[config.mk]
export PLATFORM = sky130hd
export DESIGN_NAME = serial_complement_ctrl
export DESIGN_NICKNAME = d
export VERILOG_FILES = /design/src/rtl/serial_complement_ctrl_pkg.sv /design/src/rtl/serial_complement_ctrl_cell.sv /design/src/rtl/serial_complement_ctrl.sv
export SDC_FILE = /design/constraint.sdc
export NUM_CORES = 1
export LEC_CHECK = 0
export BUFFER_PORTS_ARGS = -buffer_cell sky130_fd_sc_hd__buf_2
export CAP_MARGIN = 20
export CORE_ASPECT_RATIO = 1.4
export CORE_UTILIZATION = 40
export DETAILED_ROUTE_END_ITERATION = 8
export PLACE_DENSITY_LB_ADDON = 0.15
export SETUP_SLACK_MARGIN = 0.05
export SLEW_MARGIN = 20
export SYNTH_ARGS = -nofsm -noshare
export SYNTH_HDL_FRONTEND = slang
export SYNTH_SLANG_ARGS = --single-unit
[constraint.sdc]
create_clock -name clk -period 1.8 [get_ports clk]
set_input_delay 0.36 -clock clk [delete_from_list [all_inputs] [get_ports clk]]
set_output_delay 0.36 -clock clk [all_outputs]
set_load 0.005 [all_outputs]
[src/rtl/serial_complement_ctrl_pkg.sv]
// ---------------------------------------------------------------------------
// serial_complement_ctrl_pkg
// Shared definitions for the serial complement controller:
//   state_t   : controller FSM states (IDLE / SHIFT / DONE)
//   MODE_ONES : in_mode value selecting ones' complement
//   MODE_TWOS : in_mode value selecting two's complement
// ---------------------------------------------------------------------------
package serial_complement_ctrl_pkg;

  typedef enum logic [1:0] {
    IDLE  = 2'd0,
    SHIFT = 2'd1,
    DONE  = 2'd2
  } state_t;

  localparam logic MODE_ONES = 1'b0;
  localparam logic MODE_TWOS = 1'b1;

endpackage

[src/rtl/serial_complement_ctrl_cell.sv]
// ---------------------------------------------------------------------------
// serial_compl_cell
// One-bit serial complement cell, fed LSB-first.
//   clk      : rising-edge clock
//   reset    : asynchronous, active-low reset
//   bit_i    : operand bit for this cycle
//   mode_i   : MODE_ONES / MODE_TWOS
//   clear_i  : clears the carry flag (start of a new operand)
//   enable_i : a bit is being consumed this cycle
//   bit_o    : complemented bit (combinational)
// ---------------------------------------------------------------------------
import serial_complement_ctrl_pkg::*;

module serial_compl_cell (
  input  logic clk,
  input  logic reset,
  input  logic bit_i,
  input  logic mode_i,
  input  logic clear_i,
  input  logic enable_i,
  output logic bit_o
);

  logic flag_q;
  logic flag_d;

  // Two's complement = copy bits up to and including the first 1, then
  // invert the rest; the flag remembers that the first 1 has gone past.
  always_comb begin
    flag_d = flag_q;
    if (clear_i) begin
      flag_d = 1'b0;
    end else if (enable_i && (mode_i == MODE_TWOS) && bit_i) begin
      flag_d = 1'b1;
    end
  end

  always_ff @(posedge clk or negedge reset) begin
    if (!reset) begin
      flag_q <= 1'b0;
    end else begin
      flag_q <= flag_d;
    end
  end

  assign bit_o = (mode_i == MODE_TWOS) ? (bit_i ^ flag_q) : ~bit_i;

endmodule

[src/rtl/serial_complement_ctrl.sv]
// ---------------------------------------------------------------------------
// serial_complement_ctrl
// Accepts a WIDTH-bit operand over a valid/ready handshake, complements it
// one bit per clock (LSB first) and presents the result over a second
// valid/ready handshake.
//   clk       : rising-edge clock
//   reset     : asynchronous, active-low reset
//   in_valid  : operand offered           in_ready  : operand can be taken
//   in_data   : operand                   in_mode   : 0 ones', 1 two's
//   out_valid : result available          out_ready : consumer takes result
//   out_data  : complemented result       busy      : SHIFT or DONE
//   out_ovf   : two's complement of the most negative value (only when
//               COMPL_OVF_EN is defined)
// Optional feature macro: COMPL_OVF_EN
// ---------------------------------------------------------------------------
import serial_complement_ctrl_pkg::*;

module serial_complement_ctrl #(
  parameter int WIDTH = 8
) (
  input  logic             clk,
  input  logic             reset,
  input  logic             in_valid,
  output logic             in_ready,
  input  logic [WIDTH-1:0] in_data,
  input  logic             in_mode,
  output logic             out_valid,
  input  logic             out_ready,
  output logic [WIDTH-1:0] out_data,
  output logic             busy
`ifdef COMPL_OVF_EN
  ,
  output logic             out_ovf
`endif
);

  localparam int CNT_W = $clog2(WIDTH) + 1;
  localparam logic [CNT_W-1:0] LAST_CNT = CNT_W'(WIDTH - 1);

  state_t           state_q;
  state_t           state_d;
  logic [WIDTH-1:0] data_q;
  logic [WIDTH-1:0] result_q;
  logic             mode_q;
  logic [CNT_W-1:0] cnt_q;

  logic acceptEn;
  logic shiftEn;
  logic releaseEn;
  logic cellBit;

  // in_ready is held low while reset is asserted so nothing looks acceptable
  // until the block is actually running.
  assign in_ready  = reset && (state_q == IDLE);
  assign out_valid = (state_q == DONE);
  assign busy      = (state_q == SHIFT) || (state_q == DONE);
  assign out_data  = result_q;

  assign acceptEn  = in_valid && in_ready;
  assign shiftEn   = (state_q == SHIFT);
  assign releaseEn = out_valid && out_ready;

  serial_compl_cell u_cell (
    .clk      (clk),
    .reset    (reset),
    .bit_i    (data_q[0]),
    .mode_i   (mode_q),
    .clear_i  (acceptEn),
    .enable_i (shiftEn),
    .bit_o    (cellBit)
  );

  always_ff @(posedge clk or negedge reset) begin
    if (!reset) begin
      state_q <= IDLE;
    end else begin
      state_q <= state_d;
    end
  end

  always_comb begin
    state_d = state_q;
    case (state_q)
      IDLE:    if (acceptEn) state_d = SHIFT;
      SHIFT:   if (cnt_q == LAST_CNT) state_d = DONE;
      DONE:    if (releaseEn) state_d = IDLE;
      default: state_d = IDLE;
    endcase
  end

  // Operand shifts out of the bottom while result bits enter at the top, so
  // after WIDTH shifts the first processed bit has reached result_q[0].
  always_ff @(posedge clk or negedge reset) begin
    if (!reset) begin
      data_q   <= '0;
      result_q <= '0;
      mode_q   <= MODE_ONES;
      cnt_q    <= '0;
    end else if (acceptEn) begin
      data_q <= in_data;
      mode_q <= in_mode;
      cnt_q  <= '0;
    end else if (shiftEn) begin
      data_q   <= data_q >> 1;
      result_q <= {cellBit, result_q[WIDTH-1:1]};
      cnt_q    <= cnt_q + CNT_W'(1);
    end
  end

`ifdef COMPL_OVF_EN
  localparam logic [WIDTH-1:0] MIN_NEG = {1'b1, {(WIDTH-1){1'b0}}};

  logic ovf_q;

  // Decided at capture time since the operand is consumed by the shift.
  always_ff @(posedge clk or negedge reset) begin
    if (!reset) begin
      ovf_q <= 1'b0;
    end else if (acceptEn) begin
      ovf_q <= (in_mode == MODE_TWOS) && (in_data == MIN_NEG);
    end else if (releaseEn) begin
      ovf_q <= 1'b0;
    end
  end

  assign out_ovf = ovf_q && (state_q == DONE);
`endif

endmodule

==> results of run 1 <==
-- through the flow --
stage	hold WS, ps	worst slack (ps)
3_3_place_gp	216	311
6_report	234	141
3_5_place_dp	217	233
4_1_cts	226	73.0
5_1_grt	231	55.6
2_1_floorplan	64.4	312
-- layout by cell type, fill, tap and decap left out --
cell	instances
nand4_1	1
and2_1	1
nor2_1	6
nor2b_1	1
o21ai_0	7
o31ai_1	1
inv_1	3
clkbuf_4	3
a31oi_1	1
ha_1	4
a2bb2oi_1	1
buf_4	6
nand3_1	1
and3_1	1
ha_2	1
nand2_1	10
dfrtp_1	24
bufinv_16	1
mux2i_1	8
xnor2_1	2
nand3b_4	1
dlygate4sd3_1	4
a21boi_0	1
mux2_2	9
and2b_2	1
xor2_1	2
mux2_1	1
buf_2	23
a211oi_2	1
a211oi_1	1
-- power by group --
part           internal (mW)  switching, mW  total [mW]  leakage, nW
clock                  0.225          0.164       0.389       0.0279
sequential             0.784          0.160       0.944        0.300
combinational          0.471          0.369       0.840        0.362
total                   1.48          0.693        2.17        0.690
-- path summary, 6_finish.rpt --
kind | cells past startpoint | slack [ps] | startpoint | end
max | 4 | 140 | state_q[1] | in_ready
min | 3 | 230 | in_data[5] | data_q[5]
max reg2reg | 5 | 250 | state_q[0] | state_q[1]
min reg2reg | 2 | 510 | u_cell.flag_q | u_cell.flag_q
max in group asynchronous | 3 | 970 | reset | out_data[1]
min in group asynchronous | 2 | 480 | reset | state_q[1]
-- registers in the layout (all words and copies together), names as in the netlist --
register,cells
mode_q,1
cnt_q,4
u_cell.flag_q,1
data_q,8
out_data,8
state_q,2
-- worst max-delay path, delay by kind of cell, from the launching register on --
kind	cells	cell delay [ps]
flops	1	430
buf+inv	2	210
fa+ha+maj	1	230
simple gates	1	120
-- per-layer routing --
metal	global-route usage	wire [um]	part of all wire
met1	0.172	843	0.42
met2	0.259	1040	0.52
met5	0	0	0
met3	0.0220	85	0.042
met4	0.0750	46	0.023
-- cell families after synthesis --
kind of cell	share of synthesized area
AND/OR/NAND/NOR	0.104
adder cells (fa/ha/maj)	0.0549
XOR/XNOR	0.0307
AO/OA/AOI/OAI	0.0747
multiplexers	0.169
flip-flops	0.527
buffers and inverters	0.0395
-- what timing repair did --
action / CTS / global route
resized for setup: 0 / 1
hold buffers: 4 / 0
endpoints found under the setup margin: 0 / 1
setup buffers: 0 / 1
endpoints found under the hold margin: 5 / 0
-- final cells by class --
type | instances | area, sq um | share of cell area
Sequential cell | 24 | 601 | 0.427
Tap cell | 36 | 45.0 | 0.0320
Clock inverter | 1 | 30.0 | 0.0214
Timing Repair Buffer | 33 | 200 | 0.142
Multi-Input combinational cell | 63 | 497 | 0.353
Inverter | 3 | 11.3 | 0.00801
Clock buffer | 3 | 22.5 | 0.0160
==> flow_summary.toml, run 1 <==
[yosys]
synth_area_leader_cell = "dfrtp_1"
synth_most_common_cell = "dfrtp_1"
synth_area_leaders = "dfrtp_1 53%, mux2_2 8.9%, mux2i_1 7.0%"
synth.distinct_cells = 27
synthCells = 95
avgSynthCellArea_sq_um = 12.0
syn_nets = 113
synth-seq-cells = 24
synth_edf_count = 0
ys_warn_count = 0
synth_top_area_share = 0.527
ys_seq_area_frac = 0.527
synthTopCellsByCount = "24 x dfrtp_1, 10 x nand2_1, 9 x mux2_2"
syn-cell-area_sq_um = 1140
synth_ff_type = "dfrtp_1"
async_flop_share = 1.00

[routing]
via_per_inst = 4.82
route.vias.total = 786
antenna_left = 0
route.detailed.drc = 0
drt_first_pass_iters = 3
drt_wl_total_um = 2010
wl_per_cell_um = 12.4
dr.first_iter.drc_count = 13

[global_routing]
antenna_found_initial = 0
grt_pass1_vias = 749
grt_pass1_wl_um = 3280
grt_start_max_net_pins = 15
grt_usage = 0.150
grt-ovfl-total = 0

[finish]
insertedDiodeCount = 0
fillers = 274
syn_to_final_growth_pct = 23.4
fin_util = 0.527
nets = 146
final_area_sq_um = 1410
final_cells = 163
drive_gt1_frac = 0.362

[sta]
tightest_slew_ps = 384
clock.fmax_ghz = 0.603
slew_headroom = 0.744
slew_viol_final = 0
rsz0062_at_grt = "false"
fin_worst_skew_ps = 1.33
setup_viol_count_final = 0
tns_ps = 0
post-route-period-util = 0.922
hold_viol = 0
finalCriticalPeriod_ps = 1660

[clocking]
clkTransAtPathRegs_ps = 130
clock-sinks = 24
cts_tree = "built"
clockRootBuffer = "clkbuf_4"
numCtsBuffers = 3
clkLatencyLatePin_ps = 320
cts_buffer_depth = 2
h-tree-depth = 1

[worst_setup_path]
path_class = "reg2out"
cp_cell_sequence = "inv_1 > ha_2 > and2_1 > buf_2"
critical-path-max-stage-delay_ps = 430
cp_max_fo = 5
slowest_stage = "dfrtp_1"
crit_path_start_kind = "register"
end_kind = "output port"
critPathArrivalTime_ps = 1300
crit_required_ps = 1440

[power_and_ir_drop]
total_power_mw = 2.17
power.density_nw_per_um2 = 1540
peakVddDrop_mv = 0.794
p_leak_nw = 0.690

[status]
status = "completed"

[place]
place_hpwl_um = 1490
place.gp.congestion = 0.678
dp_cells = 154
portBuffers = 23
dpl-instance-area_sq_um = 1300

[die]
die-area_sq_um = 3070
die_w_um = 47.1
rows = 22
core_area_sq_um = 2670
io_pins = 24
die_y_um = 65.2
initial_utilization = 0.427

[run]
max_cap_viol_count = 0

[hold_path]
hp-class = "in2reg"
No activity file was read; power rests on OpenSTA's default activity.
==> run 2, diff against run 1 <==
- CTS_BUF_LIST: unset -> sky130_fd_sc_hd__clkbuf_16
- MAX_ROUTING_LAYER: unset -> met4
==> flow_summary.toml, run 2 (same netlist as run 1, synthesis figures left out) <==
[power_and_ir_drop]
p_leak_nw = 0.696
peakVddDrop_mv = 0.886
power.density_nw_per_um2 = 1690

[place]
place.gp.congestion = 0.685
dpl-instance-area_sq_um = 1300
place_hpwl_um = 1490
portBuffers = 23

[routing]
antenna_left = 0
route.detailed.drc = 0
drt_first_pass_iters = 4
route.vias.total = 761
dr.first_iter.drc_count = 14
via_per_inst = 4.79
drt_wl_total_um = 1970
wl_per_cell_um = 12.4

[global_routing]
antenna_found_initial = 0
grt-ovfl-total = 0
grt_pass1_wl_um = 3240
grt_usage = 0.154
grt_start_max_net_pins = 15
grt_pass1_vias = 734

[finish]
fin_util = 0.531
drive_gt1_frac = 0.358
fillers = 267
syn_to_final_growth_pct = 24.5
insertedDiodeCount = 0
nets = 142
final_area_sq_um = 1420
layout_commonest_cell = "dfrtp_1"
final_cell_mix = "24 x dfrtp_1, 23 x buf_2, 10 x nand2_1, 9 x mux2_2, 8 x mux2i_1"

[worst_setup_path]
critPathArrivalTime_ps = 1270
path_class = "reg2out"
end_kind = "output port"
rrSetupSlack_ps = 220
cp-startpoint = "state_q[0]"
cp_num_buf_inv = 2
crit_path_start_kind = "register"
critical_path.top_delay_family = "flip-flops"
slowest_stage = "dfrtp_1"
cp_cell_sequence = "inv_1 > ha_1 > and2_1 > buf_2"
rr_startpoint = "state_q[0]"
crit_required_ps = 1440
critical-path-max-stage-delay_ps = 400
cp_max_fo = 5

[die]
die-area_sq_um = 3070
initial_utilization = 0.427
die_w_um = 47.1
rows = 22
io_pins = 24
die_y_um = 65.2
core_area_sq_um = 2670

[sta]
fin_worst_skew_ps = 1.40
tns_ps = 0
slew_headroom = 0.747
rsz0062_at_grt = "false"
slew_viol_final = 0
hold_viol = 0
clock.fmax_ghz = 0.615
post-route-period-util = 0.904
tightest_slew_ps = 380
setup_viol_count_final = 0
finalCriticalPeriod_ps = 1630

[clocking]
cts_tree = "built"
cts_buffer_depth = 2
numCtsBuffers = 3
clkLatencyLatePin_ps = 260
clock-sinks = 24
clockRootBuffer = "clkbuf_16"
cts_resized = 0
h-tree-depth = 1
clkTransAtPathRegs_ps = 60

[hold_path]
hp-class = "in2async"

[run]
max_cap_viol_count = 0

[status]
status = "completed"
## run 2: what timing repair did
action / 4_1_cts / 5_1_grt
hold endpoints to repair: 5 / 0
setup buffers: 0 / 0
hold buffers: 1 / 0
## run 2: final timing paths
| check | endpoint | cells past startpoint |
|---|---|---|
| max in group asynchronous | cnt_q[2] | 2 |
| worst max-delay path | in_ready | 4 |
| min in group clk | data_q[5] | 3 |
| worst min register to register | u_cell.flag_q | 2 |
| worst min-delay path | data_q[5] | 2 |
| worst max register to register | state_q[1] | 5 |
## run 2: per-stage QoR
step                      power, mW  hold slack [ps]  setup WS, ps  instances
final                          2.40             91.5           173        159
after global routing           2.58              119           113        159
after CTS                      2.43             88.1           165        159
after detailed placement       1.79              217           233        154
after global placement         1.76              216           311        154
after floorplan                1.53             64.4           312         95
## run 2: final cells by class
type / instances / area [sq um] / area share
multi-input combinational: 63 / 494 / 0.348
clock inverter: 1 / 30.0 / 0.0212
tap: 36 / 45.0 / 0.0317
sequential: 24 / 601 / 0.423
timing repair buffer: 29 / 163 / 0.115
inverter: 3 / 11.3 / 0.00794
clock buffer: 3 / 75.1 / 0.0529
## run 2: per-layer routing
layer / share of wire / track usage
met4: 0.020 / 0.0750
met3: 0.040 / 0.0247
met5: 0 / -
met1: 0.44 / 0.182
met2: 0.50 / 0.247
## run 2: where the power goes
group,switching [mW],internal [mW]
clock,0.190,0.442
sequential,0.163,0.788
combinational,0.363,0.453
total,0.716,1.68
